`src/rtl/qpu_exu_evt_queue_pkg.sv`:
```
// Shared sizing for the EXU event queue; each value can be overridden from the global QPU defines.
// Optional feature macro used by this slice: QPU_EVTQ_LATE_CNT_EN.
`ifndef QPU_EVTQ_DEPTH
`define QPU_EVTQ_DEPTH 4
`endif

`ifndef QPU_TIME_WIDTH
`define QPU_TIME_WIDTH 32
`endif

`ifndef QPU_EVENT_WIRE_WIDTH
`define QPU_EVENT_WIRE_WIDTH 16
`endif

`ifndef QPU_EVENT_NUM
`define QPU_EVENT_NUM 8
`endif

`ifndef QPU_EVTQ_LATE_CNT_W
`define QPU_EVTQ_LATE_CNT_W 16
`endif

package qpu_exu_evt_queue_pkg;

   localparam int EVTQ_DEPTH      = `QPU_EVTQ_DEPTH;
   localparam int EVTQ_TIME_W     = `QPU_TIME_WIDTH;
   localparam int EVTQ_EDATA_W    = `QPU_EVENT_WIRE_WIDTH;
   localparam int EVTQ_OPR_W      = `QPU_EVENT_NUM;
   localparam int EVTQ_LATE_CNT_W = `QPU_EVTQ_LATE_CNT_W;

endpackage

```
`src/rtl/qpu_exu_evt_queue_fifo.sv`:
```
// Generic synchronous FIFO with flush, occupancy count, full and empty.
// Pointers carry one extra wrap bit so full and empty are told apart by the MSB.
module qpu_evtq_fifo #(
    parameter int DEPTH = 4,
    parameter int W     = 8
) (
    input  logic                     clk,
    input  logic                     rst_n,
    input  logic                     flush,
    input  logic                     push,
    input  logic [W-1:0]             wdata,
    input  logic                     pop,
    output logic [W-1:0]             rdata,
    output logic                     full,
    output logic                     empty,
    output logic [$clog2(DEPTH):0]   count
);

    localparam int AW = $clog2(DEPTH);

    logic [W-1:0] mem [DEPTH];
    logic [AW:0]  wr_ptr;
    logic [AW:0]  rd_ptr;

    assign empty = (wr_ptr == rd_ptr);
    assign full  = (wr_ptr[AW] != rd_ptr[AW]) && (wr_ptr[AW-1:0] == rd_ptr[AW-1:0]);
    assign count = wr_ptr - rd_ptr;
    assign rdata = mem[rd_ptr[AW-1:0]];

    // Storage is cleared on reset so the head payload reads as zero out of reset.
    always_ff @(posedge clk or negedge rst_n) begin
        if (!rst_n) begin
            wr_ptr <= '0;
            rd_ptr <= '0;
            for (int i = 0; i < DEPTH; i++) begin
                mem[i] <= '0;
            end
        end else if (flush) begin
            wr_ptr <= '0;
            rd_ptr <= '0;
        end else begin
            if (push && !full) begin
                mem[wr_ptr[AW-1:0]] <= wdata;
                wr_ptr              <= wr_ptr + (AW+1)'(1);
            end
            if (pop && !empty) begin
                rd_ptr <= rd_ptr + (AW+1)'(1);
            end
        end
    end

endmodule

```
`src/rtl/qpu_exu_evt_queue.sv`:
```
// Receives EXU timing-point / event write-backs and releases each event when the system timer reaches it.
// Optional late-issue counter enabled by defining QPU_EVTQ_LATE_CNT_EN.
module qpu_exu_evt_queue
    import qpu_exu_evt_queue_pkg::*;
#(
    parameter int DEPTH   = EVTQ_DEPTH,
    parameter int TIME_W  = EVTQ_TIME_W,
    parameter int EDATA_W = EVTQ_EDATA_W,
    parameter int OPR_W   = EVTQ_OPR_W
) (
    input  logic                     clk,
    input  logic                     rst_n,
    input  logic                     flush,
    input  logic                     twbck_i_valid,
    output logic                     twbck_i_ready,
    input  logic [TIME_W-1:0]        twbck_i_data,
    input  logic                     ewbck_i_valid,
    output logic                     ewbck_i_ready,
    input  logic [EDATA_W-1:0]       ewbck_i_data,
    input  logic [OPR_W-1:0]         ewbck_i_oprand,
    output logic                     evt_o_valid,
    input  logic                     evt_o_ready,
    output logic [TIME_W-1:0]        evt_o_time,
    output logic [EDATA_W-1:0]       evt_o_data,
    output logic [OPR_W-1:0]         evt_o_oprand,
    output logic                     evt_o_late,
    output logic [TIME_W-1:0]        sys_time_o,
    output logic [$clog2(DEPTH):0]   evtq_count
`ifdef QPU_EVTQ_LATE_CNT_EN
    ,
    output logic [EVTQ_LATE_CNT_W-1:0] late_cnt
`endif
);

    localparam int ENTRY_W = TIME_W + EDATA_W + OPR_W;

    logic [TIME_W-1:0]  sys_time;
    logic [TIME_W-1:0]  pending_ts;
    logic [TIME_W-1:0]  push_ts;
    logic [TIME_W-1:0]  head_ts;
    logic [TIME_W-1:0]  diff;
    logic [ENTRY_W-1:0] head;
    logic               full;
    logic               empty;
    logic               rdy;
    logic               tw_hs;
    logic               ew_hs;
    logic               pop;
    logic               due;

    assign rdy           = ~full & ~flush;
    assign twbck_i_ready = rdy;
    assign ewbck_i_ready = rdy;
    assign tw_hs         = twbck_i_valid & rdy;
    assign ew_hs         = ewbck_i_valid & rdy;

    // An event paired with a timing point in the same cycle takes that new point, not the stale one.
    assign push_ts = tw_hs ? twbck_i_data : pending_ts;

    always_ff @(posedge clk or negedge rst_n) begin
        if (!rst_n) begin
            sys_time   <= '0;
            pending_ts <= '0;
        end else begin
            sys_time <= sys_time + TIME_W'(1);
            if (tw_hs) begin
                pending_ts <= twbck_i_data;
            end
        end
    end

    qpu_evtq_fifo #(
        .DEPTH (DEPTH),
        .W     (ENTRY_W)
    ) u_fifo (
        .clk   (clk),
        .rst_n (rst_n),
        .flush (flush),
        .push  (ew_hs),
        .wdata ({push_ts, ewbck_i_data, ewbck_i_oprand}),
        .pop   (pop),
        .rdata (head),
        .full  (full),
        .empty (empty),
        .count (evtq_count)
    );

    // Modular distance: anything less than half the timer range behind "now" counts as due.
    assign head_ts = head[ENTRY_W-1 -: TIME_W];
    assign diff    = sys_time - head_ts;
    assign due     = ~diff[TIME_W-1];

    assign evt_o_valid  = ~empty & due & ~flush;
    assign evt_o_time   = head_ts;
    assign evt_o_data   = head[OPR_W +: EDATA_W];
    assign evt_o_oprand = head[OPR_W-1:0];
    assign evt_o_late   = evt_o_valid & (diff != '0);
    assign sys_time_o   = sys_time;
    assign pop          = evt_o_valid & evt_o_ready;

`ifdef QPU_EVTQ_LATE_CNT_EN
    // Saturating so a long run of late issues never wraps back to a misleadingly small value.
    always_ff @(posedge clk or negedge rst_n) begin
        if (!rst_n) begin
            late_cnt <= '0;
        end else if (pop && evt_o_late && (late_cnt != '1)) begin
            late_cnt <= late_cnt + EVTQ_LATE_CNT_W'(1);
        end
    end
`endif

endmodule

```
`config.mk`:
```
export PLATFORM = sky130hd
export DESIGN_NAME = qpu_exu_evt_queue
export DESIGN_NICKNAME = d
export VERILOG_FILES = /design/src/rtl/qpu_exu_evt_queue_pkg.sv /design/src/rtl/qpu_exu_evt_queue_fifo.sv /design/src/rtl/qpu_exu_evt_queue.sv
export SDC_FILE = /design/constraint.sdc
export NUM_CORES = 1
export LEC_CHECK = 0
export ABC_AREA = 1
export CAP_MARGIN = 25
export CORE_ASPECT_RATIO = 0.8
export CORE_MARGIN = 2
export CORE_UTILIZATION = 50
export DETAILED_ROUTE_END_ITERATION = 8
export GPL_ROUTABILITY_DRIVEN = 0
export PLACE_DENSITY = 0.71
export SLEW_MARGIN = 20
export SYNTH_ARGS = -nofsm -noshare
export SYNTH_HDL_FRONTEND = slang
export SYNTH_SLANG_ARGS = --single-unit
```
`constraint.sdc`:
```
create_clock -name clk -period 3.9 [get_ports clk]
set_clock_uncertainty 0.1 [all_clocks]
set_input_delay 0.585 -clock clk [delete_from_list [all_inputs] [get_ports clk]]
set_output_delay 0.585 -clock clk [all_outputs]
set_load 0.05 [all_outputs]
```
---- Word level (Yosys, flattened, before mapping) ----
Index checks and enable logic that the tools add are counted.
cells by class
  bitwise logic cells ..................... 13
  multiplexer cells ....................... 11
  eq/ne operators ......................... 3
  $add $sub $neg .......................... 5
  reduce and logical (&&, ||, !) cells .... 10
  $lt $le $gt $ge ......................... 3
operators by type and width
  cell                                                       count
  bitwise mux 224 bit                                        1
  two-way mux 56 bit                                         3
  binary-select mux 56 bit (select 2 bit)                    1
  demux 56 bit (select 2 bit)                                1
  adder 32 x 1 -> 32 bit (second input constant)             1
  two-way mux 32 bit                                         1
  nonzero test 32 bit                                        1
  subtractor 32 bit                                          1
  two-way mux 3 bit                                          4
  AND 1 bit                                                  7
  adder 3 x 1 -> 3 bit (second input constant)               2
  greater-or-equal comparator 3 bit (second input constant)  2
  inverter 2 -> 3 bit                                        2
  logical AND 1 bit                                          4
  inverter 1 bit                                             4
  nonzero test 2 bit                                         2
  equality test 3 bit                                        1
  < comparator 3 x 1 -> 1 bit (second input constant)        1
  subtractor 3 bit                                           1
  equality test 2 bit                                        1
  zero test 1 bit                                            2
  AND reduction 2 bit                                        1
  != test 1 bit                                              1
word-level totals
  word-level logic and storage cells ...... 53
  input bits .............................. 62
  output and inout port bits .............. 95
  register bits after elaboration ......... 294

---- Depth between registers and ports, before layout ----
  depth after elaboration ................. 12
  mapped depth ............................ 25
  gate-level depth less buffers ........... 22

---- Hierarchy ----
Synthesis repeated with hierarchy kept, for this count alone.
unflattened totals
  cells, all modules ...................... 2156
  area, all modules ....................... 15910.3 um^2
by module, submodules not included
  module             instances  seq. area each (um^2)  area each (um^2)  cells an instance
  qpu_evtq_fifo      1          5755.5                 10498.8           1329
  qpu_exu_evt_queue  1          1601.5                 5411.4            827

---- Worst setup path before layout ----
Ideal clock, no wire load.
  kind .................................... reg-to-output
  from .................................... register u_fifo.rd_ptr[0]
  to ...................................... output evt_o_late
  arrival time ............................ 4.181 ns
  cell stages (with the launch flop) ...... 22
  buffers on the path ..................... 4
  setup slack ............................. -0.966 ns
  data required time ...................... 3.215 ns
  path through ............................ dfrtp_1 buf_2 clkbuf_1 clkbuf_1 nand2_1 a32oi_1 inv_1 ha_1 buf_4 a21oi_2 nand2_2 nand2_1 nand2_1 nand2_1 nand2_1 nand2_1 nand3_1 nand2_1 nor2_1 nand4_1 nor2_1 nor2_1
on the way
  word-level cells in the longest chain between the ends .. 9
  elaborated cells between the ends (all ways) .. 12
  those cells by class .................... add/sub: 1; eq/ne: 1; mux: 3; bitwise: 6; reduce/logical: 1
RTL lines
  what                                                         line                          source
  from (decl)                                                  qpu_exu_evt_queue_fifo.sv:23  logic [AW:0] rd_ptr;
  from (signal assigned)                                       qpu_exu_evt_queue_fifo.sv:47  rd_ptr <= rd_ptr + (AW+1)'(1);
  inverter 2 -> 3 bit (not written as such) (*)                qpu_exu_evt_queue_fifo.sv:28  assign rdata = mem[rd_ptr[AW-1:0]];
  binary-select mux 56 bit (select 2 bit) (*)                  qpu_exu_evt_queue_fifo.sv:28
  two-way mux 56 bit (not written as such) (*) (2 in series)   qpu_exu_evt_queue_fifo.sv:28
  named net evt_o_time[2]                                      qpu_exu_evt_queue.sv:23       output logic [TIME_W-1:0] evt_o_time,
  subtractor 32 bit (*)                                        qpu_exu_evt_queue.sv:90       assign diff = sys_time - head_ts;
  branches (longest 3 deep; another with nonzero test 32 bit)  n/a
  AND 1 bit (*)                                                qpu_exu_evt_queue.sv:97       assign evt_o_late = evt_o_valid & (diff != '0);
  to (decl)                                                    qpu_exu_evt_queue.sv:26       output logic evt_o_late,
Mark *: on every way through the listed nets, which the timed path passes. The select of a mux whose other input is x is not followed.

---- Worst setup path after layout ----
  from .................................... register u_fifo.rd_ptr[1]
  to ...................................... output evt_o_late
on the way
  word-level cells in the longest chain between the ends .. 9
  elaborated cells between the ends (all ways) .. 12
  those cells by class .................... add/sub: 1; eq/ne: 1; mux: 3; bitwise: 6; reduce/logical: 1
RTL lines
  what                                                       line
  branches (longest 8 deep; another with subtractor 32 bit)  n/a
  AND 1 bit (*)                                              qpu_exu_evt_queue.sv:97
Mark *: on every way between the ends. The select of a mux whose other input is x is not followed.

==> flow_summary.rst <==
.. list-table::
   :header-rows: 1

   * - Metric
     - Value
   * - Cell area after synthesis
     - 15900 um^2
   * - Post-Synth XOR/XNOR Area
     - 0.0198
   * - Dominant register cell in the synthesized netlist
     - sky130_fd_sc_hd__dfrtp_1
   * - Detailed router's first-iteration violation count
     - 1301
   * - Number of input and output port buffers inserted
     - 156
   * - Upper clock frequency limit
     - ~220 MHz
   * - Fraction of layout instances using a drive strength above 1
     - 0.327
   * - Half-perimeter wire length after placement
     - about 31000 um
   * - Area added between synthesis and finish
     - 42.4%
   * - Area share of the leading cell type in the synthesized netlist
     - 0.462
   * - Routed len/inst
     - about 19 um
   * - Number of nets in the layout
     - 2326
   * - Final slew viol count
     - 0
   * - Hold Vio Cnt, Final
     - 15
   * - Share of synthesized flip-flops with an asynchronous set or reset
     - 1.00
   * - Main combinational cell family by area after synthesis
     - simple AND/OR/NAND/NOR gates
   * - Share of synthesized cell area in full adder, half adder and majority cells
     - 0.0331
   * - Logic depth of the worst register-to-register path
     - 22
   * - Clock insertion delay at the later pin of the skew report
     - 0.57 ns
   * - Sequential cell area in the final layout
     - 7360 um^2
   * - Initial core utilization
     - 0.507
   * - Outcome
     - finished, violations left
   * - Most instantiated cells after synthesis
     - sky130_fd_sc_hd__nand2_1 (635), sky130_fd_sc_hd__dfrtp_1 (294), sky130_fd_sc_hd__inv_1 (247)
   * - Post-Synthesis Net Count
     - roughly 2000
   * - Biggest area contributors in the synthesized netlist
     - sky130_fd_sc_hd__dfrtp_1 (46%), sky130_fd_sc_hd__nand2_1 (15%), sky130_fd_sc_hd__mux2_2 (8.2%)
   * - Type of the most critical hold path
     - in2async
   * - Post-place setup slack
     - -0.205 ns
   * - Number of synthesized register bits
     - 294
   * - CP Class
     - reg2out
   * - Final worst hold slack
     - -0.0389 ns
   * - Largest buffer count on any clock path
     - 3
   * - Die Y
     - between 150 and 200 um
   * - Via count of the first global-routing pass
     - 14500
   * - Leak
     - around 0.011 uW
   * - Category of the worst setup path capture point
     - primary output
   * - Most frequently used cell type in the post-synthesis netlist
     - sky130_fd_sc_hd__nand2_1
   * - Maximum number of pins on one net before global-route repair
     - 118
   * - Number of levels the H-tree was split into
     - 1
   * - Post-synthesis cell count
     - 1935
   * - Number of antenna-violating nets in the routed design
     - 0
   * - Startpoint type of the worst setup path
     - flip-flop
   * - Worst slew margin
     - 0.367
   * - Yosys warning count
     - 0
   * - Unrepaired setup endpoints after global routing
     - true
   * - Final setup viols
     - 2
   * - Power density over the cells
     - 609 nW/um^2
   * - Number of cell rows
     - 58
   * - Number of antenna violations at the first check in global routing
     - 1
   * - Maximum vdd drop
     - 0.415 mV
   * - Peak fanout along the critical path
     - 13
   * - Minimum clock period after layout
     - roughly 4.5 ns
   * - Core Footprint
     - roughly 31000 um^2
   * - Per-cell via count in the routed design
     - roughly 5.5
   * - Average size of a mapped cell
     - 8.24 um^2
   * - Core occupancy in the finished layout
     - 0.722
   * - Routed WL
     - 50100 um
   * - Portion of netlist area occupied by mux cells
     - 0.0961
   * - Required time at the worst-slack endpoint
     - 3.21 ns
   * - Post-route DRC
     - 0
   * - Max-cap violations
     - 0
   * - Total number of clock tree sinks
     - 294
   * - Total Routing Usage GR
     - 0.294
   * - Area share of and/or/nand/nor cells after synthesis
     - 0.228
   * - Synth area leader
     - sky130_fd_sc_hd__dfrtp_1
   * - Count of flip-flops with a built-in enable after synthesis
     - 0
   * - Final clock period utilization by the worst path
     - 1.17
   * - Area of combinational cells with multiple inputs
     - 9030 um^2
   * - Failing checks
     - hold timing, setup timing
   * - CTS root buf
     - sky130_fd_sc_hd__clkbuf_16
   * - Area enclosed by the die boundary
     - 33300 um^2
   * - Fill cells
     - 2179
   * - Clock-pin slew on the worst setup and hold paths
     - 0.06 ns
   * - Sequential share of the synthesized area
     - 0.462
   * - Ports placed on the boundary
     - 157
   * - Total via count in the routed design
     - 14700
   * - Fraction of the mapped netlist area in compound gates
     - 0.0751
   * - Global-route wire length before repair
     - 77400 um
   * - Die X
     - between 200 and 250 um
   * - Data arrival time of the critical path
     - approximately 3.9 ns
   * - Least-Margin Pin Slew
     - 0.949 ns
   * - Slack of the critical path
     - -0.645 ns
   * - TritonCTS clock tree
     - built
   * - Global route total overflow
     - 0
   * - Total CTS buffers
     - 31
   * - First-pass iteration count of the detailed router
     - 6
   * - Count of cell types in the netlist
     - 43
## layout make-up
class                   instances  area share
inverters                     257      0.0435
well taps                     420      0.0232
repair buffers                332       0.165
clock buffers                  47      0.0395
multi-input cells            1307       0.398
flip-flops and latches        294       0.324
diodes                          1    0.000110
clock inverters                 7     0.00634
## critical path: stages, from the launching register on
cell                       delay, ns
sky130_fd_sc_hd__dfrtp_1        0.44
sky130_fd_sc_hd__clkinv_4       0.17
sky130_fd_sc_hd__buf_12         0.20
sky130_fd_sc_hd__buf_4          0.16
sky130_fd_sc_hd__a32oi_4        0.30
sky130_fd_sc_hd__inv_1          0.12
sky130_fd_sc_hd__ha_4           0.32
sky130_fd_sc_hd__nand2_4        0.09
sky130_fd_sc_hd__nor2_4         0.14
sky130_fd_sc_hd__inv_2          0.07
sky130_fd_sc_hd__nor3_4         0.26
sky130_fd_sc_hd__nand2_1        0.14
sky130_fd_sc_hd__nand4_1        0.12
sky130_fd_sc_hd__nand2_2        0.10
sky130_fd_sc_hd__nor2_4         0.13
sky130_fd_sc_hd__nand4_1        0.18
sky130_fd_sc_hd__nor2_4         0.16
sky130_fd_sc_hd__nor2_4         0.04
sky130_fd_sc_hd__buf_6          0.14
## final timing paths
| kind | startpoint | to | slack [ns] |
|---|---|---|---|
| min in group clk | u_fifo.mem[17] | u_fifo.mem[17] | 0.38 |
| worst min register to register | u_fifo.mem[17] | u_fifo.mem[17] | 0.38 |
| worst max register to register | u_fifo.rd_ptr[0] | u_fifo.rd_ptr[0] | 0.40 |
| max in group asynchronous | rst_n | u_fifo.mem[51] | 2.83 |
| worst min-delay path | rst_n | u_fifo.mem[117] | -0.04 |
| worst max-delay path | u_fifo.rd_ptr[1] | evt_o_late | -0.64 |
## placed cells by master, fill, tap and decap left out, types with 26 or more instances in the layout
cell type,n
sky130_fd_sc_hd__inv_1,198
sky130_fd_sc_hd__ha_4,31
sky130_fd_sc_hd__mux2_2,116
sky130_fd_sc_hd__dfrtp_1,293
sky130_fd_sc_hd__clkbuf_16,33
sky130_fd_sc_hd__inv_2,55
sky130_fd_sc_hd__a32oi_4,28
sky130_fd_sc_hd__clkdlybuf4s50_1,94
sky130_fd_sc_hd__a21oi_2,26
sky130_fd_sc_hd__nand3_1,32
sky130_fd_sc_hd__nor2_2,34
sky130_fd_sc_hd__o21ai_0,82
sky130_fd_sc_hd__buf_4,154
sky130_fd_sc_hd__xor2_1,26
sky130_fd_sc_hd__nor2_1,96
sky130_fd_sc_hd__nor2_4,29
sky130_fd_sc_hd__nand2_2,62
sky130_fd_sc_hd__nand2_1,559
sky130_fd_sc_hd__buf_12,63
## what timing repair did
item | 4_1_cts | 5_1_grt
hold buffers | 0 | 0
resized for setup | 218 | 128
pin swaps | 63 | 72
buffers inserted | 31 | 18
gates cloned | 7 | 2
endpoints found under the setup margin | 2 | 3
## report_power, final
group / internal (uW) / total (uW) / switching, uW
clock: 1830 / 3050 / 1220
sequential: 3900 / 4320 / 427
combinational: 2870 / 6450 / 3580
## per-stage QoR
| step | hold WS, ns | std cells | setup TNS, ns | instance area [um^2] | power, uW |
|---|---|---|---|---|---|
| global route | 0.0383 | 2665 | -1.35 | 22700 | 14400 |
| floorplan | 0.189 | 1935 | 0 | 16500 | 7430 |
| CTS | 0.0122 | 2645 | -0.866 | 22100 | 13300 |
| detailed placement | 0.366 | 2553 | -0.372 | 19700 | 9560 |
| global placement | 0.362 | 2553 | -0.294 | 19700 | 9410 |
| finish | -0.0389 | 2665 | -1.15 | 22700 | 13800 |
## metal layers
layer	track usage	routed length (um)	vias up
met2	0.468	22900	654
li1	-	-	6724
met5	0	0	-
met1	0.413	21800	7216
met3	0.0397	3360	136
met4	0.110	1990	0
## sequential cells by signal, summed over array words and instances, names as in the netlist
| register | count |
|---|---|
| u_fifo.rd_ptr | 3 |
| u_fifo.wr_ptr | 3 |
| u_fifo.mem | 224 |
| sys_time_o | 32 |
| pending_ts | 32 |
## logic make-up after synthesis
logic type	count (synthesis)
and+or+nand+nor	890
muxes	136
buffers and inverters	334
DFF	294
adders and majority gates	41
AOI/OAI and AO/OA	204
xor gates and xnor gates	36
Note: power is estimated with default switching activity, not from simulation.
